==> src/rtl/sh_frt_multi.sv <==
// Free-running timer: CNT_W-bit up-counter, NUM_OC output-compare channels and one
// input-capture channel on a 16-bit word-addressed register bus, clock-enabled by CE.
module sh_frt_multi #(
  parameter int CNT_W    = 16,
  parameter int NUM_OC   = 2,
  parameter int PRE_DIV0 = 8
) (
  input  logic              CLK,
  input  logic              RST_N,
  input  logic              CE,
  input  logic [4:0]        REG_A,
  input  logic [15:0]       REG_DI,
  input  logic              REG_WE,
  input  logic              REG_RD,
  output logic [15:0]       REG_DO,
  input  logic              FTCI,
  input  logic              FTI,
  output logic [NUM_OC-1:0] FTO,
  output logic [NUM_OC-1:0] IRQ_OC,
  output logic              IRQ_OV,
  output logic              IRQ_IC
);

  localparam int PRE_W = $clog2(16 * PRE_DIV0) + 1;

  localparam logic [4:0] A_TIER  = 5'h00;
  localparam logic [4:0] A_FTCSR = 5'h01;
  localparam logic [4:0] A_FRC   = 5'h02;
  localparam logic [4:0] A_TCR   = 5'h03;
  localparam logic [4:0] A_FICR  = 5'h04;
  localparam logic [4:0] A_TOCR  = 5'h05;
  localparam logic [4:0] A_OCR0  = 5'h08;

  logic [CNT_W-1:0]  frc_q,  frc_d;
  logic [CNT_W-1:0]  ocr_q [NUM_OC];
  logic [CNT_W-1:0]  ocr_d [NUM_OC];
  logic [CNT_W-1:0]  ficr_q, ficr_d;
  logic              ovie_q, ovie_d;
  logic              icie_q, icie_d;
  logic [NUM_OC-1:0] ocie_q, ocie_d;
  logic              cclra_q, cclra_d;
  logic              ovf_q, ovf_d;
  logic              icf_q, icf_d;
  logic [NUM_OC-1:0] ocf_q, ocf_d;
  logic [1:0]        cks_q, cks_d;
  logic              iedg_q, iedg_d;
  logic [NUM_OC-1:0] olvl_q, olvl_d;
  logic [NUM_OC-1:0] fto_q, fto_d;
  logic [NUM_OC-1:0] irq_oc_q, irq_oc_d;
  logic              irq_ov_q, irq_ov_d;
  logic              irq_ic_q, irq_ic_d;
  logic [15:0]       do_q, do_d;
  logic [PRE_W-1:0]  pre_q, pre_d;
  logic [2:0]        ftci_sync_q, ftci_sync_d;
  logic [2:0]        fti_sync_q, fti_sync_d;

  logic              wr_s, rd_s;
  logic              tier_we_s, ftcsr_we_s, frc_we_s, tcr_we_s, tocr_we_s;
  logic [PRE_W-1:0]  period_s;
  logic              tick_s, eval_s, clr_s, wrap_s, cap_s;
  logic [NUM_OC-1:0] match_s;
  logic [15:0]       rdata_s;
  logic              unused_s;

  assign wr_s       = CE & REG_WE;
  assign rd_s       = CE & REG_RD;
  assign tier_we_s  = wr_s & (REG_A == A_TIER);
  assign ftcsr_we_s = wr_s & (REG_A == A_FTCSR);
  assign frc_we_s   = wr_s & (REG_A == A_FRC);
  assign tcr_we_s   = wr_s & (REG_A == A_TCR);
  assign tocr_we_s  = wr_s & (REG_A == A_TOCR);
  assign unused_s   = &{1'b0, REG_DI};

  // Prescaler period select and count tick source
  always_comb begin
    case (cks_q)
      2'b00:   period_s = PRE_W'(PRE_DIV0 - 1);
      2'b01:   period_s = PRE_W'(4 * PRE_DIV0 - 1);
      default: period_s = PRE_W'(16 * PRE_DIV0 - 1);
    endcase
    tick_s = (cks_q == 2'b11) ? (ftci_sync_q[1] & ~ftci_sync_q[2]) : (pre_q == period_s);
    pre_d  = (tcr_we_s || (pre_q == period_s)) ? {PRE_W{1'b0}} : pre_q + PRE_W'(1);
    ftci_sync_d = {ftci_sync_q[1:0], FTCI};
    fti_sync_d  = {fti_sync_q[1:0], FTI};
  end

  // Counter, compare, overflow and capture next state; a CPU write to FRC masks the tick
  always_comb begin
    eval_s = tick_s & ~frc_we_s;
    for (int k = 0; k < NUM_OC; k++) begin
      match_s[k] = eval_s & (frc_q == ocr_q[k]);
    end
    clr_s  = match_s[0] & cclra_q;
    wrap_s = eval_s & ~clr_s & (frc_q == {CNT_W{1'b1}});
    cap_s  = iedg_q ? (fti_sync_q[1] & ~fti_sync_q[2]) : (~fti_sync_q[1] & fti_sync_q[2]);

    if (frc_we_s) begin
      frc_d = REG_DI[CNT_W-1:0];
    end else if (clr_s) begin
      frc_d = {CNT_W{1'b0}};
    end else if (eval_s) begin
      frc_d = frc_q + CNT_W'(1);
    end else begin
      frc_d = frc_q;
    end

    ficr_d = cap_s ? frc_q : ficr_q;
    for (int k = 0; k < NUM_OC; k++) begin
      ocr_d[k] = (wr_s && (REG_A == A_OCR0 + 5'(k))) ? REG_DI[CNT_W-1:0] : ocr_q[k];
      fto_d[k] = match_s[k] ? olvl_q[k] : fto_q[k];
    end
  end

  // Control registers and write-0-to-clear flags; a same-cycle set beats the clear
  always_comb begin
    ovie_d  = tier_we_s ? REG_DI[0] : ovie_q;
    ocie_d  = tier_we_s ? REG_DI[NUM_OC:1] : ocie_q;
    icie_d  = tier_we_s ? REG_DI[15] : icie_q;
    cclra_d = ftcsr_we_s ? REG_DI[0] : cclra_q;
    cks_d   = tcr_we_s ? REG_DI[1:0] : cks_q;
    iedg_d  = tcr_we_s ? REG_DI[7] : iedg_q;
    olvl_d  = tocr_we_s ? REG_DI[NUM_OC-1:0] : olvl_q;

    if (ftcsr_we_s) begin
      ovf_d = (ovf_q & REG_DI[1]) | wrap_s;
      ocf_d = (ocf_q & REG_DI[NUM_OC+1:2]) | match_s;
      icf_d = (icf_q & REG_DI[15]) | cap_s;
    end else begin
      ovf_d = ovf_q | wrap_s;
      ocf_d = ocf_q | match_s;
      icf_d = icf_q | cap_s;
    end

    irq_oc_d = ocf_q & ocie_q;
    irq_ov_d = ovf_q & ovie_q;
    irq_ic_d = icf_q & icie_q;
  end

  // Read data mux; unimplemented bits and addresses return zero
  always_comb begin
    rdata_s = 16'h0000;
    case (REG_A)
      A_TIER: begin
        rdata_s[0]        = ovie_q;
        rdata_s[NUM_OC:1] = ocie_q;
        rdata_s[15]       = icie_q;
      end
      A_FTCSR: begin
        rdata_s[0]          = cclra_q;
        rdata_s[1]          = ovf_q;
        rdata_s[NUM_OC+1:2] = ocf_q;
        rdata_s[15]         = icf_q;
      end
      A_FRC:  rdata_s = 16'(frc_q);
      A_TCR: begin
        rdata_s[1:0] = cks_q;
        rdata_s[7]   = iedg_q;
      end
      A_FICR: rdata_s = 16'(ficr_q);
      A_TOCR: rdata_s[NUM_OC-1:0] = olvl_q;
      default: begin
        for (int k = 0; k < NUM_OC; k++) begin
          if (REG_A == A_OCR0 + 5'(k)) begin
            rdata_s = 16'(ocr_q[k]);
          end else begin
            rdata_s = rdata_s;
          end
        end
      end
    endcase
    do_d = rd_s ? rdata_s : do_q;
  end

  // State registers; everything advances only on CE
  always_ff @(posedge CLK or negedge RST_N) begin
    if (!RST_N) begin
      frc_q       <= {CNT_W{1'b0}};
      ficr_q      <= {CNT_W{1'b0}};
      for (int k = 0; k < NUM_OC; k++) ocr_q[k] <= {CNT_W{1'b1}};
      ovie_q      <= 1'b0;
      icie_q      <= 1'b0;
      ocie_q      <= {NUM_OC{1'b0}};
      cclra_q     <= 1'b0;
      ovf_q       <= 1'b0;
      icf_q       <= 1'b0;
      ocf_q       <= {NUM_OC{1'b0}};
      cks_q       <= 2'b00;
      iedg_q      <= 1'b0;
      olvl_q      <= {NUM_OC{1'b0}};
      fto_q       <= {NUM_OC{1'b0}};
      irq_oc_q    <= {NUM_OC{1'b0}};
      irq_ov_q    <= 1'b0;
      irq_ic_q    <= 1'b0;
      do_q        <= 16'h0000;
      pre_q       <= {PRE_W{1'b0}};
      ftci_sync_q <= 3'b000;
      fti_sync_q  <= 3'b000;
    end else if (CE) begin
      frc_q       <= frc_d;
      ficr_q      <= ficr_d;
      for (int k = 0; k < NUM_OC; k++) ocr_q[k] <= ocr_d[k];
      ovie_q      <= ovie_d;
      icie_q      <= icie_d;
      ocie_q      <= ocie_d;
      cclra_q     <= cclra_d;
      ovf_q       <= ovf_d;
      icf_q       <= icf_d;
      ocf_q       <= ocf_d;
      cks_q       <= cks_d;
      iedg_q      <= iedg_d;
      olvl_q      <= olvl_d;
      fto_q       <= fto_d;
      irq_oc_q    <= irq_oc_d;
      irq_ov_q    <= irq_ov_d;
      irq_ic_q    <= irq_ic_d;
      do_q        <= do_d;
      pre_q       <= pre_d;
      ftci_sync_q <= ftci_sync_d;
      fti_sync_q  <= fti_sync_d;
    end
  end

  assign REG_DO = do_q;
  assign FTO    = fto_q;
  assign IRQ_OC = irq_oc_q;
  assign IRQ_OV = irq_ov_q;
  assign IRQ_IC = irq_ic_q;

endmodule

==> config.mk <==
export PLATFORM = sky130hd
export DESIGN_NAME = sh_frt_multi
export DESIGN_NICKNAME = d
export VERILOG_FILES = /design/src/rtl/sh_frt_multi.sv
export SDC_FILE = /design/constraint.sdc
export NUM_CORES = 1
export LEC_CHECK = 0
export BUFFER_PORTS_ARGS = -buffer_cell sky130_fd_sc_hd__clkbuf_2
export CORE_ASPECT_RATIO = 0.75
export CORE_UTILIZATION = 60
export DETAILED_ROUTE_END_ITERATION = 10
export HOLD_SLACK_MARGIN = 0.1
export PLACE_DENSITY = 0.85
export RECOVER_POWER = 100
export SKIP_CTS_REPAIR_TIMING = 1
export SLEW_MARGIN = 0
export SYNTH_ARGS = -nofsm -noshare
export SYNTH_HDL_FRONTEND = slang
export SYNTH_SLANG_ARGS = --single-unit
==> constraint.sdc <==
create_clock -name CLK -period 4.9 [get_ports CLK]
set_input_delay 0.245 -clock CLK [delete_from_list [all_inputs] [get_ports CLK]]
set_output_delay 0.245 -clock CLK [all_outputs]
set_load 0.03 [all_outputs]
==> metrics.csv <==
stage,metric,value,unit
critical_path,Max Fanout on Critical Path,27,
outcome,failing checks,"max-capacitance violations, max-slew violations",
final_layout,share of layout cells above drive strength 1,0.247,
timing,"Hold Violations, Final",0,
synthesis,post-synthesis sequential area ratio,0.509,
floorplanning,DIE AREA,9860,µm²
synthesis,largest family of logic cells by synthesized area,compound AO/OA/AOI/OAI gates,
synthesis,mux cell area share after synthesis,0.105,
timing,setup_tns,0,ns
final_layout,Final #Nets,609,
route,Routed WL per cell,20.4,µm
synthesis,post-synthesis adder-cell area fraction,0.00441,
critical_path,Slowest cell on crit path,a21boi_4,
synthesis,"Avg Cell Area, Syn",10.6,µm²
critical_path,CP max stage delay,0.67,ns
timing,Final WS setup,1.86,ns
synthesis,synthesized instance count,534,
clocking,Num CTS Buffers,17,
critical_path,crit path DAT,3.37,ns
synthesis,number of synthesized flops with an enable pin,0,
clocking,CTS root buf,clkbuf_16,
floorplanning,Die X,114,µm
route,Avg Vias per Cell,6.41,
timing,Setup Skew,0.00829,ns
route,routed wire length,14700,µm
route,DR vias,4612,
timing,RSZ-0062 raised after global routing,no,
timing,worst slew pin tran,1.97,ns
floorplanning,Boundary Pins,50,
synthesis,Post-Synth XOR/XNOR Area,0.0524,
synthesis,Post-Synthesis Cell Area,5680,µm²
synthesis,"area leader, netlist",dfrtp_1,
critical_path,cells along the critical path,or4_1 -> a221oi_1 -> o221a_1 -> a21boi_4 -> a21oi_1 -> o21ai_0,
timing,endpoints failing setup,0,
route,Pre-antenna DRT Iters,6,
critical_path,Crit. End Element,flop,
synthesis,Post-Synth Simple-Gate Area,0.116,
outcome,status,"complete, but fails checks",
critical_path,critical path required time,5.23,ns
synthesis,Area contributors post-synth,"dfrtp_1 36%, dfstp_2 15%, mux2_2 11%",
floorplanning,Initial Util,0.623,
placement,Post-DP HPWL,9800,µm
placement,Placement Cell Area,6000,µm²
placement,Post-Place Worst Slack,2.18,ns
grt,first-pass GRT wire length,23800,µm
placement,Placed Cells,685,
min_path,Min-Delay Path Class,input pin to flop,
grt,largest net degree at the start of global routing,78,
synthesis,Main synth FF type,dfrtp_1,
timing,fin crit share,0.621,
timing,Max-slew headroom,-0.315,
clocking,CTS max path bufs,2,
final_layout,Layout area overhead,15.1,%
grt,initial antenna violation count,0,
synthesis,share of the synthesized area in the top cell type,0.361,
synthesis,Compound-Gate Fraction of Synth Area,0.173,
grt,number of global-route vias before repair,4546,
grt,total track usage,0.325,
power,VDD IR max,0.000391,V
final_layout,n_diodes,0,
grt,total grt overflow,0,
critical_path,Crit. Startpoint,cks_q[1],
flow_run,Max-Cap Viols,1,
floorplanning,core area,9120,µm²
synthesis,Yosys reg bits,114,
clocking,CTS tree,built,
timing,count of pins over their slew limit,39,
synthesis,Post-Syn Nets,564,
clocking,worst skew pair latency,0.41,ns
final_layout,Finished Layout Cells,720,
power,cell leakage power,2.74,nW
floorplanning,cell row count,30,
placement,gp weighted congestion,0.881,
clocking,number of H-tree levels,4,
critical_path,startpoint types,flop,
route,Iter 0 DRT Violations,491,
timing,Period minus WS final,3.04,ns
floorplanning,die height,86.3,µm
clocking,clock sinks,114,
placement,port buffer count,49,
min_path,Hold Startpoint,REG_DI[10],
clocking,clk slew on worst S/H paths,0.05,ns
power,pwr/cell area,499,nW/µm²
route,Final ANT Viol Nets,0,
critical_path,Crit Path Category,flop to flop,
critical_path,r2r startpoint,cks_q[1],
synthesis,"Async S/R FF share, synth",1.00,
synthesis,Ys Warns,0,
final_layout,final instance area,6540,µm²
timing,f_max,329,MHz
synthesis,Synth cell types,52,
route,DRC violations left,0,
## synth_stat cells (8+ instances only)
cell type / n
dfrtp_1: 82
mux2_2: 53
nand2_1: 52
o21ai_0: 43
xnor2_1: 33
dfstp_2: 32
clkbuf_1: 25
inv_1: 24
a21oi_1: 19
a22oi_1: 19
nand3_1: 19
a221oi_1: 12
nor2_1: 12
a22o_1: 10
nand4_1: 10
o21ai_1: 9
nor3_1: 8
## worst max-delay path, delay by kind of cell (launching register included)
| family | cells | cell delay, ns |
|---|---|---|
| DFF | 1 | 0.45 |
| and+or+nand+nor | 1 | 0.57 |
| AOI/OAI and AO/OA | 5 | 1.94 |
## placed cells by master, fill, tap and decap left out, drive strengths merged, types with 3 or more instances in the layout
cell type,count
dfrtp,82
clkbuf,76
mux2,53
nand2,52
o21ai,52
xnor2,33
dfstp,32
inv,24
a21oi,20
nand3,19
a22oi,19
a221oi,13
nor2,12
nand4,10
a22o,10
nor3,8
and3,7
a32oi,6
a21o,6
clkinv,5
buf,5
or3,4
nor4,4
o211ai,3
a222oi,3
a41oi,3
dlygate4sd3,3
## cell families after synthesis
kind of cell,count (synthesis)
xor+xnor,34
mux,53
buf+inv,56
simple gates,131
flops,114
compound gates,144
fa+ha+maj,2
## layer usage
layer	wire, µm	GRT usage
met1	6150	0.428
met2	6700	0.500
met3	1540	0.107
met4	305	0.136
met5	0	0
## cell type report
type	instances	area [µm²]
fill	667	2580
timing repair buffer	58	287
clock buffer	26	499
inverter	24	90.1
tap	128	160
multi-input combinational	364	2550
clock inverter	6	55.1
sequential	114	2890
## worst paths after layout
kind / endpoint / slack (ns) / cells past startpoint
worst max-delay path: frc_q[5] / 1.86 / 6
worst min-delay path: ocr_q[10] / 0.10 / 2
worst max register to register: frc_q[5] / 1.86 / 6
worst min register to register: REG_DO[14] / 0.48 / 2
max in group asynchronous: pre_q[2] / 2.07 / 3
min in group asynchronous: IRQ_OC[0] / 0.93 / 2
## registers in the layout, summed over array words and instances (netlist names), 3 cells and up
name         count
fti_sync_q       3
frc_q           16
ftci_sync_q      3
pre_q            8
REG_DO          16
ocr_q           32
ficr_q          16
## stage by stage
stage	hold slack, ns	power [mW]	utilization
final	0.101	3.26	0.717
after global routing	0.101	3.41	0.717
after CTS	-0.205	3.27	0.718
after detailed placement	0.233	2.11	0.658
after global placement	0.228	2.06	0.658
after floorplan	-0.0506	1.89	-
## where the power goes
part | internal [mW] | leakage [nW] | total [mW] | switching (mW)
combinational | 0.288 | 1.07 | 0.638 | 0.350
sequential | 1.19 | 1.39 | 1.48 | 0.288
clock | 0.745 | 0.278 | 1.15 | 0.402
Note: power is estimated with default switching activity, not from simulation.
